--- config.mk ---
export PLATFORM = sky130hd
export DESIGN_NAME = bpu_array_flat
export DESIGN_NICKNAME = d
export VERILOG_FILES = /design/src/rtl/bpu_array_if.sv /design/src/rtl/bpu_array.sv /design/src/flat_wrapper.sv
export SDC_FILE = /design/constraint.sdc
export NUM_CORES = 1
export LEC_CHECK = 0
export BUFFER_PORTS_ARGS = -buffer_cell sky130_fd_sc_hd__buf_2
export CORE_UTILIZATION = 49
export CTS_CLUSTER_DIAMETER = 100
export DETAILED_ROUTE_END_ITERATION = 7
export GPL_TIMING_DRIVEN = 0
export HOLD_SLACK_MARGIN = 0.12
export MAX_ROUTING_LAYER = met4
export PLACE_DENSITY = 0.65
export REMOVE_ABC_BUFFERS = 1
export SKIP_CTS_REPAIR_TIMING = 1
export SLEW_MARGIN = 20
export SYNTH_ARGS = -nofsm -noshare
export SYNTH_HDL_FRONTEND = slang
export SYNTH_SLANG_ARGS = --single-unit
--- constraint.sdc ---
create_clock -name clk -period 40.6 [get_ports clk]
set_input_delay 6.09 -clock clk [delete_from_list [all_inputs] [get_ports clk]]
set_output_delay 6.09 -clock clk [all_outputs]
set_load 0.02 [all_outputs]
--- src/rtl/bpu_array_if.sv ---
// Command/result bus of the binary processing array: command strobe and operands in,
// handshaked signed channel results out.
interface bpu_array_if #(
    parameter int N_CH      = 8,
    parameter int BANK_ROWS = 8,
    parameter int ACC_W     = 12
);
    logic                    sel;
    logic                    cmd_valid;
    logic [2:0]              cmd;
    logic [BANK_ROWS-1:0]    data_in;
    logic                    bank_sel;
    logic                    col_sel;
    logic                    acc_keep;
    logic                    cmd_ready;
    logic                    out_valid;
    logic                    out_ready;
    logic [N_CH*ACC_W-1:0]   bpu_out;
    logic                    busy;

    modport master (
        output sel, cmd_valid, cmd, data_in, bank_sel, col_sel, acc_keep, out_ready,
        input  cmd_ready, out_valid, bpu_out, busy
    );

    modport slave (
        input  sel, cmd_valid, cmd, data_in, bank_sel, col_sel, acc_keep, out_ready,
        output cmd_ready, out_valid, bpu_out, busy
    );
endinterface

--- src/rtl/bpu_array.sv ---
// Binary (XNOR/popcount) convolution array: N_CH channels of KxK bit kernels applied to a
// KxK window of a two-bank image store, producing saturated bipolar dot products.
module bpu_array #(
    parameter int N_CH      = 8,
    parameter int K         = 7,
    parameter int BANK_ROWS = 8,
    parameter int ACC_W     = 12
) (
    input  logic          clk,
    input  logic          rst,
    bpu_array_if.slave    bus
);
    localparam int N_W    = N_CH * K;
    localparam int N_ROWS = 2 * BANK_ROWS;
    localparam int SUM_W  = $clog2(K * K + 1);
    localparam int DOT_W  = SUM_W + 2;
    localparam int EXT_W  = ((ACC_W > DOT_W) ? ACC_W : DOT_W) + 1;
    localparam int RC_W   = (K > 1) ? $clog2(K) : 1;
    localparam int WI_W   = (N_W > 1) ? $clog2(N_W) : 1;

    localparam logic signed [EXT_W-1:0] SAT_MAX = EXT_W'((1 << (ACC_W - 1)) - 1);
    localparam logic signed [EXT_W-1:0] SAT_MIN = ~SAT_MAX;
    localparam logic signed [EXT_W-1:0] KK      = EXT_W'(K * K);

    typedef enum logic [2:0] {
        OP_NOP     = 3'd0,
        OP_WLOAD   = 3'd1,
        OP_ILOAD   = 3'd2,
        OP_ROWUP   = 3'd3,
        OP_COMPUTE = 3'd4,
        OP_CLEAR   = 3'd5
    } op_e;

    typedef enum logic [1:0] {S_IDLE, S_CALC, S_DONE} state_e;

    logic [K-1:0]             wmem [N_W];
    logic [K:0]               img  [N_ROWS];
    logic [K-1:0]             win  [K];
    logic [SUM_W-1:0]         sum     [N_CH];
    logic [SUM_W-1:0]         sum_nxt [N_CH];
    logic signed [ACC_W-1:0]  result     [N_CH];
    logic signed [ACC_W-1:0]  result_nxt [N_CH];

    state_e                   state;
    logic [RC_W-1:0]          row_cnt;
    logic                     keep_q;
    op_e                      op;
    logic                     accept;

    logic [WI_W-1:0]          widx;
    logic signed [EXT_W-1:0]  dot, prev, tot;

    assign op     = op_e'(bus.cmd);
    assign accept = bus.cmd_valid & bus.sel & bus.cmd_ready;

    function automatic logic [SUM_W-1:0] popcnt(input logic [K-1:0] v);
        logic [SUM_W-1:0] n;
        n = '0;
        for (int b = 0; b < K; b++) n = n + SUM_W'(v[b]);
        return n;
    endfunction

    // Weight and image stores only change on an accepted load/shift command.
    always_ff @(posedge clk) begin
        if (rst) begin
            // NOTE: these stores are flop arrays with a defined cleared state, so they are reset
            // explicitly; a RAM-style store would be left unreset instead.
            for (int i = 0; i < N_W; i++)    wmem[i] <= '0;
            for (int j = 0; j < N_ROWS; j++) img[j]  <= '0;
        end else if (accept) begin
            case (op)
                OP_WLOAD: begin
                    wmem[0] <= bus.data_in[K-1:0];
                    for (int i = 1; i < N_W; i++) wmem[i] <= wmem[i-1];
                end
                OP_ILOAD: begin
                    for (int i = 0; i < BANK_ROWS; i++) begin
                        if (bus.bank_sel)
                            img[BANK_ROWS+i] <= {img[BANK_ROWS+i][K-1:0], bus.data_in[i]};
                        else
                            img[i] <= {img[i][K-1:0], bus.data_in[i]};
                    end
                end
                OP_ROWUP: begin
                    for (int j = 0; j < N_ROWS - 1; j++) img[j] <= img[j+1];
                    img[N_ROWS-1] <= '0;
                end
                default: ;
            endcase
        end
    end

    // Per-channel partial sum for the current kernel row, and the final saturated result
    // that is committed on the last CALC cycle.
    always_comb begin
        // NOTE: combinational temporaries use blocking '=' so each later line sees the value
        // just computed; registers elsewhere use '<=' so all flops update together.
        widx = '0;
        dot  = '0;
        prev = '0;
        tot  = '0;
        for (int c = 0; c < N_CH; c++) begin
            widx       = WI_W'(c * K) + WI_W'(row_cnt);
            sum_nxt[c] = sum[c] + popcnt(~(win[row_cnt] ^ wmem[widx]));
            dot        = $signed({{(EXT_W-SUM_W-1){1'b0}}, sum_nxt[c], 1'b0}) - KK;
            prev       = '0;
            if (keep_q) prev = {{(EXT_W-ACC_W){result[c][ACC_W-1]}}, result[c]};
            tot = dot + prev;
            if (tot > SAT_MAX)      result_nxt[c] = SAT_MAX[ACC_W-1:0];
            else if (tot < SAT_MIN) result_nxt[c] = SAT_MIN[ACC_W-1:0];
            else                    result_nxt[c] = tot[ACC_W-1:0];
        end
    end

    always_ff @(posedge clk) begin
        if (rst) begin
            state         <= S_IDLE;
            row_cnt       <= '0;
            keep_q        <= 1'b0;
            bus.cmd_ready <= 1'b1;
            bus.out_valid <= 1'b0;
            bus.busy      <= 1'b0;
            for (int c = 0; c < N_CH; c++) begin
                sum[c]    <= '0;
                result[c] <= '0;
            end
            for (int r = 0; r < K; r++) win[r] <= '0;
        end else begin
            case (state)
                S_IDLE: begin
                    if (accept && op == OP_COMPUTE) begin
                        state         <= S_CALC;
                        row_cnt       <= '0;
                        keep_q        <= bus.acc_keep;
                        bus.cmd_ready <= 1'b0;
                        bus.busy      <= 1'b1;
                        for (int c = 0; c < N_CH; c++) sum[c] <= '0;
                        for (int r = 0; r < K; r++)
                            win[r] <= bus.col_sel ? img[r][K:1] : img[r][K-1:0];
                    end else if (accept && op == OP_CLEAR) begin
                        for (int c = 0; c < N_CH; c++) result[c] <= '0;
                    end
                end
                S_CALC: begin
                    for (int c = 0; c < N_CH; c++) sum[c] <= sum_nxt[c];
                    if (row_cnt == RC_W'(K - 1)) begin
                        state         <= S_DONE;
                        bus.out_valid <= 1'b1;
                        for (int c = 0; c < N_CH; c++) result[c] <= result_nxt[c];
                    end else begin
                        row_cnt <= row_cnt + 1'b1;
                    end
                end
                S_DONE: begin
                    if (bus.out_ready) begin
                        state         <= S_IDLE;
                        bus.out_valid <= 1'b0;
                        bus.busy      <= 1'b0;
                        bus.cmd_ready <= 1'b1;
                    end
                end
                default: state <= S_IDLE;
            endcase
        end
    end

    always_comb begin
        // NOTE: the whole bus gets a default before the per-channel slices so no bit can
        // hold its old value and infer a latch.
        bus.bpu_out = '0;
        for (int c = 0; c < N_CH; c++) bus.bpu_out[c*ACC_W +: ACC_W] = result[c];
    end
endmodule

--- src/flat_wrapper.sv ---
// flat-port wrapper written by rule: the top's interface ports become plain ports
module bpu_array_flat 
#(
    parameter int N_CH      = 8,
    parameter int K         = 7,
    parameter int BANK_ROWS = 8,
    parameter int ACC_W     = 12
)
  (clk, rst, bus_sel, bus_cmd_valid, bus_cmd, bus_data_in, bus_bank_sel, bus_col_sel, bus_acc_keep, bus_out_ready, bus_cmd_ready, bus_out_valid, bus_bpu_out, bus_busy);
  bpu_array_if #(.N_CH(N_CH), .BANK_ROWS(BANK_ROWS), .ACC_W(ACC_W)) bus_i ();
  input  logic clk;
  input  logic rst;
  input wire logic [$bits(bus_i.sel)-1:0] bus_sel;
  input wire logic [$bits(bus_i.cmd_valid)-1:0] bus_cmd_valid;
  input wire logic [$bits(bus_i.cmd)-1:0] bus_cmd;
  input wire logic [$bits(bus_i.data_in)-1:0] bus_data_in;
  input wire logic [$bits(bus_i.bank_sel)-1:0] bus_bank_sel;
  input wire logic [$bits(bus_i.col_sel)-1:0] bus_col_sel;
  input wire logic [$bits(bus_i.acc_keep)-1:0] bus_acc_keep;
  input wire logic [$bits(bus_i.out_ready)-1:0] bus_out_ready;
  output wire logic [$bits(bus_i.cmd_ready)-1:0] bus_cmd_ready;
  output wire logic [$bits(bus_i.out_valid)-1:0] bus_out_valid;
  output wire logic [$bits(bus_i.bpu_out)-1:0] bus_bpu_out;
  output wire logic [$bits(bus_i.busy)-1:0] bus_busy;
  assign bus_i.sel = bus_sel;
  assign bus_i.cmd_valid = bus_cmd_valid;
  assign bus_i.cmd = bus_cmd;
  assign bus_i.data_in = bus_data_in;
  assign bus_i.bank_sel = bus_bank_sel;
  assign bus_i.col_sel = bus_col_sel;
  assign bus_i.acc_keep = bus_acc_keep;
  assign bus_i.out_ready = bus_out_ready;
  assign bus_cmd_ready = bus_i.cmd_ready;
  assign bus_out_valid = bus_i.out_valid;
  assign bus_bpu_out = bus_i.bpu_out;
  assign bus_busy = bus_i.busy;
  bpu_array #(.N_CH(N_CH), .K(K), .BANK_ROWS(BANK_ROWS), .ACC_W(ACC_W)) u_core (.clk(clk), .rst(rst), .bus(bus_i));
endmodule
==> results of run 1 <==
==> cells in the mapped netlist, types with 20 or more instances <==
| cell type | n | share of area [%] |
|---|---|---|
| a21oi_1 | 154 | 1.8 |
| inv_1 | 97 | 0.86 |
| edfxtp_1 | 695 | 49 |
| nand3_1 | 52 | 0.61 |
| and2_1 | 345 | 5.1 |
| nor2_1 | 155 | 1.4 |
| dfxtp_1 | 30 | 1.4 |
| nand2_1 | 168 | 1.5 |
| o21ai_1 | 22 | 0.26 |
| o211ai_1 | 27 | 0.48 |
| xnor2_1 | 94 | 1.9 |
| a211oi_1 | 20 | 0.35 |
| xor2_1 | 85 | 1.8 |
| o21ai_0 | 53 | 0.63 |
| a21o_1 | 37 | 0.66 |
| a22o_1 | 95 | 2.0 |
| nand2b_1 | 20 | 0.30 |
| nor2b_1 | 184 | 2.7 |
| fa_1 | 40 | 1.9 |
| mux2i_1 | 82 | 1.9 |
| mux4_2 | 224 | 12 |
| buf_2 | 40 | 0.47 |
| ha_1 | 164 | 4.8 |
| clkbuf_1 | 128 | 1.1 |
==> logic make-up (layout without fill, tap and decap cells) <==
kind of cell	count (synthesis)	after routing
AND/OR/NAND/NOR	1021	1021
multiplexers	314	314
AO/OA/AOI/OAI	531	531
XOR/XNOR	180	180
adder cells (fa/ha/maj)	205	205
buffers and inverters	290	437
flip-flops	725	725
==> flip-flops by register name, indices dropped and copies added, names as in the netlist, named ones only <==
signal / flops
u_core.row_cnt: 3
u_core.wmem: 392
u_core.win: 49
u_core.bus.busy: 1
u_core.keep_q: 1
u_core.result: 96
u_core.bus.cmd_ready: 1
u_core.bus.out_valid: 1
u_core.sum: 48
u_core.state: 2
u_core.img: 128
==> area by class of cell <==
type	count	area [sq um]	area share (%)
inverter	99	372	0.785
multi-input combinational	2251	19800	41.8
tap	1144	1430	3.02
sequential	725	21500	45.4
clock buffer	99	2120	4.49
timing repair buffer	196	1680	3.55
clock inverter	43	452	0.954
==> worst max-delay path, delay by kind of cell (launching register included) <==
kind            cells  cell delay, ns
xor+xnor            3            0.49
fa+ha+maj           7            3.37
compound gates      5            1.31
simple gates        7            1.23
buf+inv             4            0.90
mux                 2            1.08
flops               1            0.72
==> metrics by stage <==
stage	util, %	setup TNS, ns	std cells
finish	55.5	0	4557
global route	55.5	0	4557
CTS	55.5	0	4557
detailed placement	52.4	0	4415
global placement	51.0	-2436.20	4336
floorplan	-	0	3075
==> final timing paths <==
kind                          start                    to  slack, ns
setup / recovery  u_core.row_cnt[0]  u_core.result[0][13]      31.26
hold / removal      u_core.bus.busy       u_core.bus.busy       0.44
setup reg to reg  u_core.row_cnt[0]  u_core.result[0][13]      31.26
hold reg to reg     u_core.bus.busy       u_core.bus.busy       0.44
==> power by group through the flow <==
stage / sequential [mW] / clock, mW / combinational, mW
finish: 0.880 / 0.723 / 0.680
floorplan: 0.912 / 0 / 0.510
CTS: 0.879 / 0.739 / 0.681
global route: 0.884 / 0.766 / 0.757
global placement: 0.924 / 0 / 0.651
detailed placement: 0.894 / 0 / 0.677
==> routing by layer <==
metal	global-route usage (%)	share of wire (%)	wire [um]	vias to the layer above
met1	30.2	45	41800	13846
li1	-	-	-	12440
met4	5.88	2.0	1900	0
met3	2.64	4.3	4080	132
met5	-	0	0	-
met2	36.4	49	46100	668
==> metrics, run 1 <==
status=complete, no violations; number of synthesized flops with an enable pin=695; IO Count=between 100 and 150; CTS tree=built; flops & latches, synth=just over 700; post-route ant nets=0; pin count of the biggest net entering global routing=between 100 and 150; Max Slew Vio Count=0; grt total ovfl=0; mapped cell area=42300 sq um; Wirelength per Cell=20.6 um; CP endpoint kind=flop; Max rail drop VDD=0.0313 mV; Clock power frac=a little under a third; Startpoint Class=flop; aggregate routed wire length=roughly 94 mm; mux share of post-synthesis cell area=approximately 14%; Synth Area in XOR/XNOR=3.74%; Pre-antenna DRT Iters=7; Final Skew=between 0.03 and 0.04 ns; area growth from synthesis to layout=11.9%; Post-Synth Simple-Gate Area=a little over an eighth; Root Driver=clkbuf_16; Compound-Gate Fraction of Synth Area=8.76%; die span in x=between 200 and 300 um; synth warn=0; Fin Hold WS=0.439 ns; diode count=0; pre-CTS setup slack=~30 ns; HPWL Detailed=65.6 mm; post-synthesis async set-or-reset flop share=0%; Final Hold Viols=0; Starting Density=around half; Layout fillers=7000; Syn Area/Cell=about 13 sq um; Skew-Pair Late Insertion Delay=0.66 ns; Slew @ Worst Pin=1.04 ns; CP max-delay cell=dfxtp_4; die area=a little under 90000 sq um; core area=85400 sq um; Tmin final=about 9.3 ns; switching part of the total=between 30% and 40%; Setup Crit Path Kind=reg -> reg; final net count=3577; vias per cell=~5.9; DP Area=~45000 sq um; Comb power frac=29.8%; DRC=0; RSZ-0062 raised after global routing=no; Sinks on Clock Net=725; Top cell by count, worst path=fa_1; Internal=1.54 mW; adder and majority cell fraction of the synthesized area=about 6.8%; htree depth=3; Hold Crit Depth=2; fin worst setup slack=roughly 31 ns; maximum root-to-sink buffer count=3; fmax=107 MHz; Slew headroom=30.2%; routability congestion estimate=about 0.87; most frequent cells in the layout=695 x edfxtp_1, 345 x and2_1, 224 x mux4_2; commonest non-fill, non-tap cell in the layout=edfxtp_1; P_sw=roughly 0.74 mW; Worst Path Arrival=9.82 ns; power per cell area=between 40 and 50 nW/um^2; share of layout cells above drive strength 1=17.8%; Max-Cap Viols=0; total track usage=22.5%; number of distinct library cells after synthesis=90; setup violators final=0; post-route cell area=between 40000 and 50000 sq um; Reg power frac=38.5%; Static Leak=18.1 nW; crit path max fanout=41; FF-to-FF path depth=28; CP required=just over 40 ns; Detailed Route Iter0 Violations=approximately 1900; initial antenna violation count=0; largest family of logic cells by synthesized area=multiplexers; vias in the first global route=between 20000 and 30000; via count=roughly 27000; power consumption=approximately 2.3 mW; first-pass GRT wire length=152 mm; Hold Crit Class=reg -> reg; slowest cell delay on critical path=~0.72 ns; row count=107; Top FF cell, synth=edfxtp_1; PortBufs=about 120; cts bufs inserted=81; Seq/Total Area, Yosys=approximately 51%; Cells after Synth=about 3300; Final Cycle Share=between 20 and 25%; DIE HEIGHT=about 300 um; clk slew on worst S/H paths=about 0.060 ns
(Power assumes the default switching activity.)
==> run 2, diff against run 1 <==
PLACE_DENSITY = 0.68   (was 0.65)
clock period = 8.2 ns   (was 40.6 ns; I/O delays follow)
==> run 2 against run 1 <==
  * Power grew to 5.1 times the previous value
  * Fmax up 18%
  * Clock power grew to 5.3 times the previous value
  * Setup slack lost 31 ns
  * Critical path depth is 1 lower
  * Critical path type unchanged
  * Clock skew is essentially flat
  * Cell count is 1.4% higher
  * Sequential cell count is the same
  * Utilization rose by 1.4 points
==> metrics, run 2 (same netlist as run 1, synthesis figures left out) <==
status=complete, no violations; setup violators final=0; Skew-Pair Late Insertion Delay=~0.65 ns; DP Area=between 40000 and 50000 sq um; Hold Crit Class=reg -> reg; Starting Density=between 40% and 50%; via count=27044; Layout fillers=6887; power per cell area=~240 nW/um^2; crit path max fanout=20; clk slew on worst S/H paths=0.06 ns; Final Cycle Share=96.9%; Max rail drop VDD=roughly 0.18 mV; Fin Hold WS=roughly 0.45 ns; Tmin final=a little under 8 ns; FF-to-FF path depth=27; CTS tree=built; Root Driver=clkbuf_16; fmax=~130 MHz; Internal=7.91 mW; Clock power frac=approximately 33%; most frequent cells in the layout=695 x edfxtp_1, 344 x and2_1, 224 x mux4_2; r2r endpoint=u_core.result[1][16]; routability congestion estimate=~0.86; Final Skew=~0.036 ns; Reg power frac=between 30% and 40%; Slew headroom=between 20% and 30%; P_sw=between 3 and 4 mW; htree depth=3; hold path startpoint=u_core.bus.out_valid; Slew @ Worst Pin=approximately 1.1 ns; Worst Path Arrival=approximately 8.3 ns; Comb power frac=between 20 and 30%; post-route ant nets=0; first-pass GRT wire length=between 100 and 150 mm; Final Hold Viols=0; Max-Cap Viols=0; Detailed Route Iter0 Violations=around 1900; DIE HEIGHT=296 um; maximum root-to-sink buffer count=3; max FFs per register=a little under 400; aggregate routed wire length=between 90 and 100 mm; CP endpoint kind=flop; core area=85400 sq um; switching part of the total=31.8%; DRC=0; IO Count=between 100 and 150; share of layout cells above drive strength 1=between 20% and 30%; Startpoint Class=flop; cts bufs inserted=85; Sinks on Clock Net=~730; commonest non-fill, non-tap cell in the layout=edfxtp_1; Hold Crit Depth=2; final net count=~3600; FF-to-FF setup slack=roughly 0.26 ns; vias per cell=approximately 6; Static Leak=~19 nW; die area=87600 sq um; Setup Crit Path Kind=reg -> reg; vias in the first global route=roughly 27000; die span in x=a little under 300 um; top flop regs=u_core.wmem x392, u_core.img x128, u_core.result x96; initial antenna violation count=1; Max Slew Vio Count=0; Top reg by flops=u_core.wmem; Pre-antenna DRT Iters=5; area growth from synthesis to layout=14.7%; Hold EP=u_core.bus.out_valid; RR Startpoint=u_core.row_cnt[1]; row count=107; pin count of the biggest net entering global routing=120; HPWL Detailed=approximately 63 mm; post-route cell area=48600 sq um; Wirelength per Cell=20.5 um; PortBufs=approximately 120; grt total ovfl=0; Setup TNS=0 ns; total track usage=a little over a fifth; CP required=approximately 8.6 ns
run 2: changes by cell type in the layout (fill, tap and decap cells not counted), sizes merged:
cell      delta
diode        +1
clkbuf      +20
clkinv       -4
clkinvlp     +3
buf         +41
bufinv       +4
inv          -2
run 2: layer usage:
metal	vias to the layer above	routed length, um	global-route usage (%)
li1	12537	-	-
met1	13674	42100	30.1
met2	679	45200	33.8
met3	154	4710	3.16
met4	0	2600	6.22
met5	-	0	-
run 2: area by class of cell:
cell class,count,area (sq um),share of cell area (%)
well taps,1144,1430,2.95
inverters,99,375,0.773
repair buffers,245,2290,4.72
flip-flops and latches,725,21500,44.2
diodes,1,2.50,0.00515
clock inverters,44,554,1.14
multi-input cells,2251,20100,41.5
clock buffers,111,2290,4.71
run 2: worst max path at each step:
stage | from | to | cells after the start | slack (ns)
floorplan | bus_cmd[1] | u_core.wmem[0][0] | 2 | -23.33
global placement | bus_cmd[1] | u_core.wmem[52][3] | 3 | -36.38
detailed placement | u_core.row_cnt[2] | u_core.result[0][34] | 25 | -0.91
CTS | u_core.row_cnt[2] | u_core.result[0][24] | 27 | -1.01
global route | u_core.row_cnt[1] | u_core.result[0][17] | 28 | -0.06
finish | u_core.row_cnt[1] | u_core.result[1][16] | 27 | 0.26
run 2: power by group through the flow:
stage	combinational, mW	clock, mW	sequential [mW]
finish	3.38	3.86	4.36
global route	3.77	4.06	4.38
CTS	3.29	3.93	4.35
detailed placement	3.28	0	4.43
global placement	3.20	0	4.59
floorplan	2.53	0	4.52
run 2: worst max-delay path, stage by stage, from the launching register on:
cell and delay (ns):
dfxtp_4 0.42, buf_16 0.19, clkinvlp_4 0.20, ha_4 0.39
buf_12 0.13, buf_4 0.11, buf_4 0.13, clkbuf_16 0.20
mux4_2 0.52, mux4_2 0.52, xor2_1 0.26, fa_1 0.47
inv_1 0.22, fa_1 0.46, fa_1 0.49, fa_1 0.45
a21o_1 0.21, a21oi_1 0.22, xor2_2 0.24, o21a_2 0.26
ha_1 0.30, a21o_1 0.19, a21o_1 0.19, a21oi_2 0.21
and2_2 0.24, a32oi_2 0.10, nand2_2 0.21, a21oi_1 0.07
run 2: per-stage QoR:
stage               power, mW  util (%)  setup slack (ns)  cells
floorplan                7.04         -            -23.33   3075
finish                   11.6      56.9             0.256   4620
global placement         7.79      51.0            -36.38   4336
detailed placement       7.70      52.5            -0.906   4423
global route             12.2      56.9           -0.0640   4620
CTS                      11.6      55.8             -1.01   4578
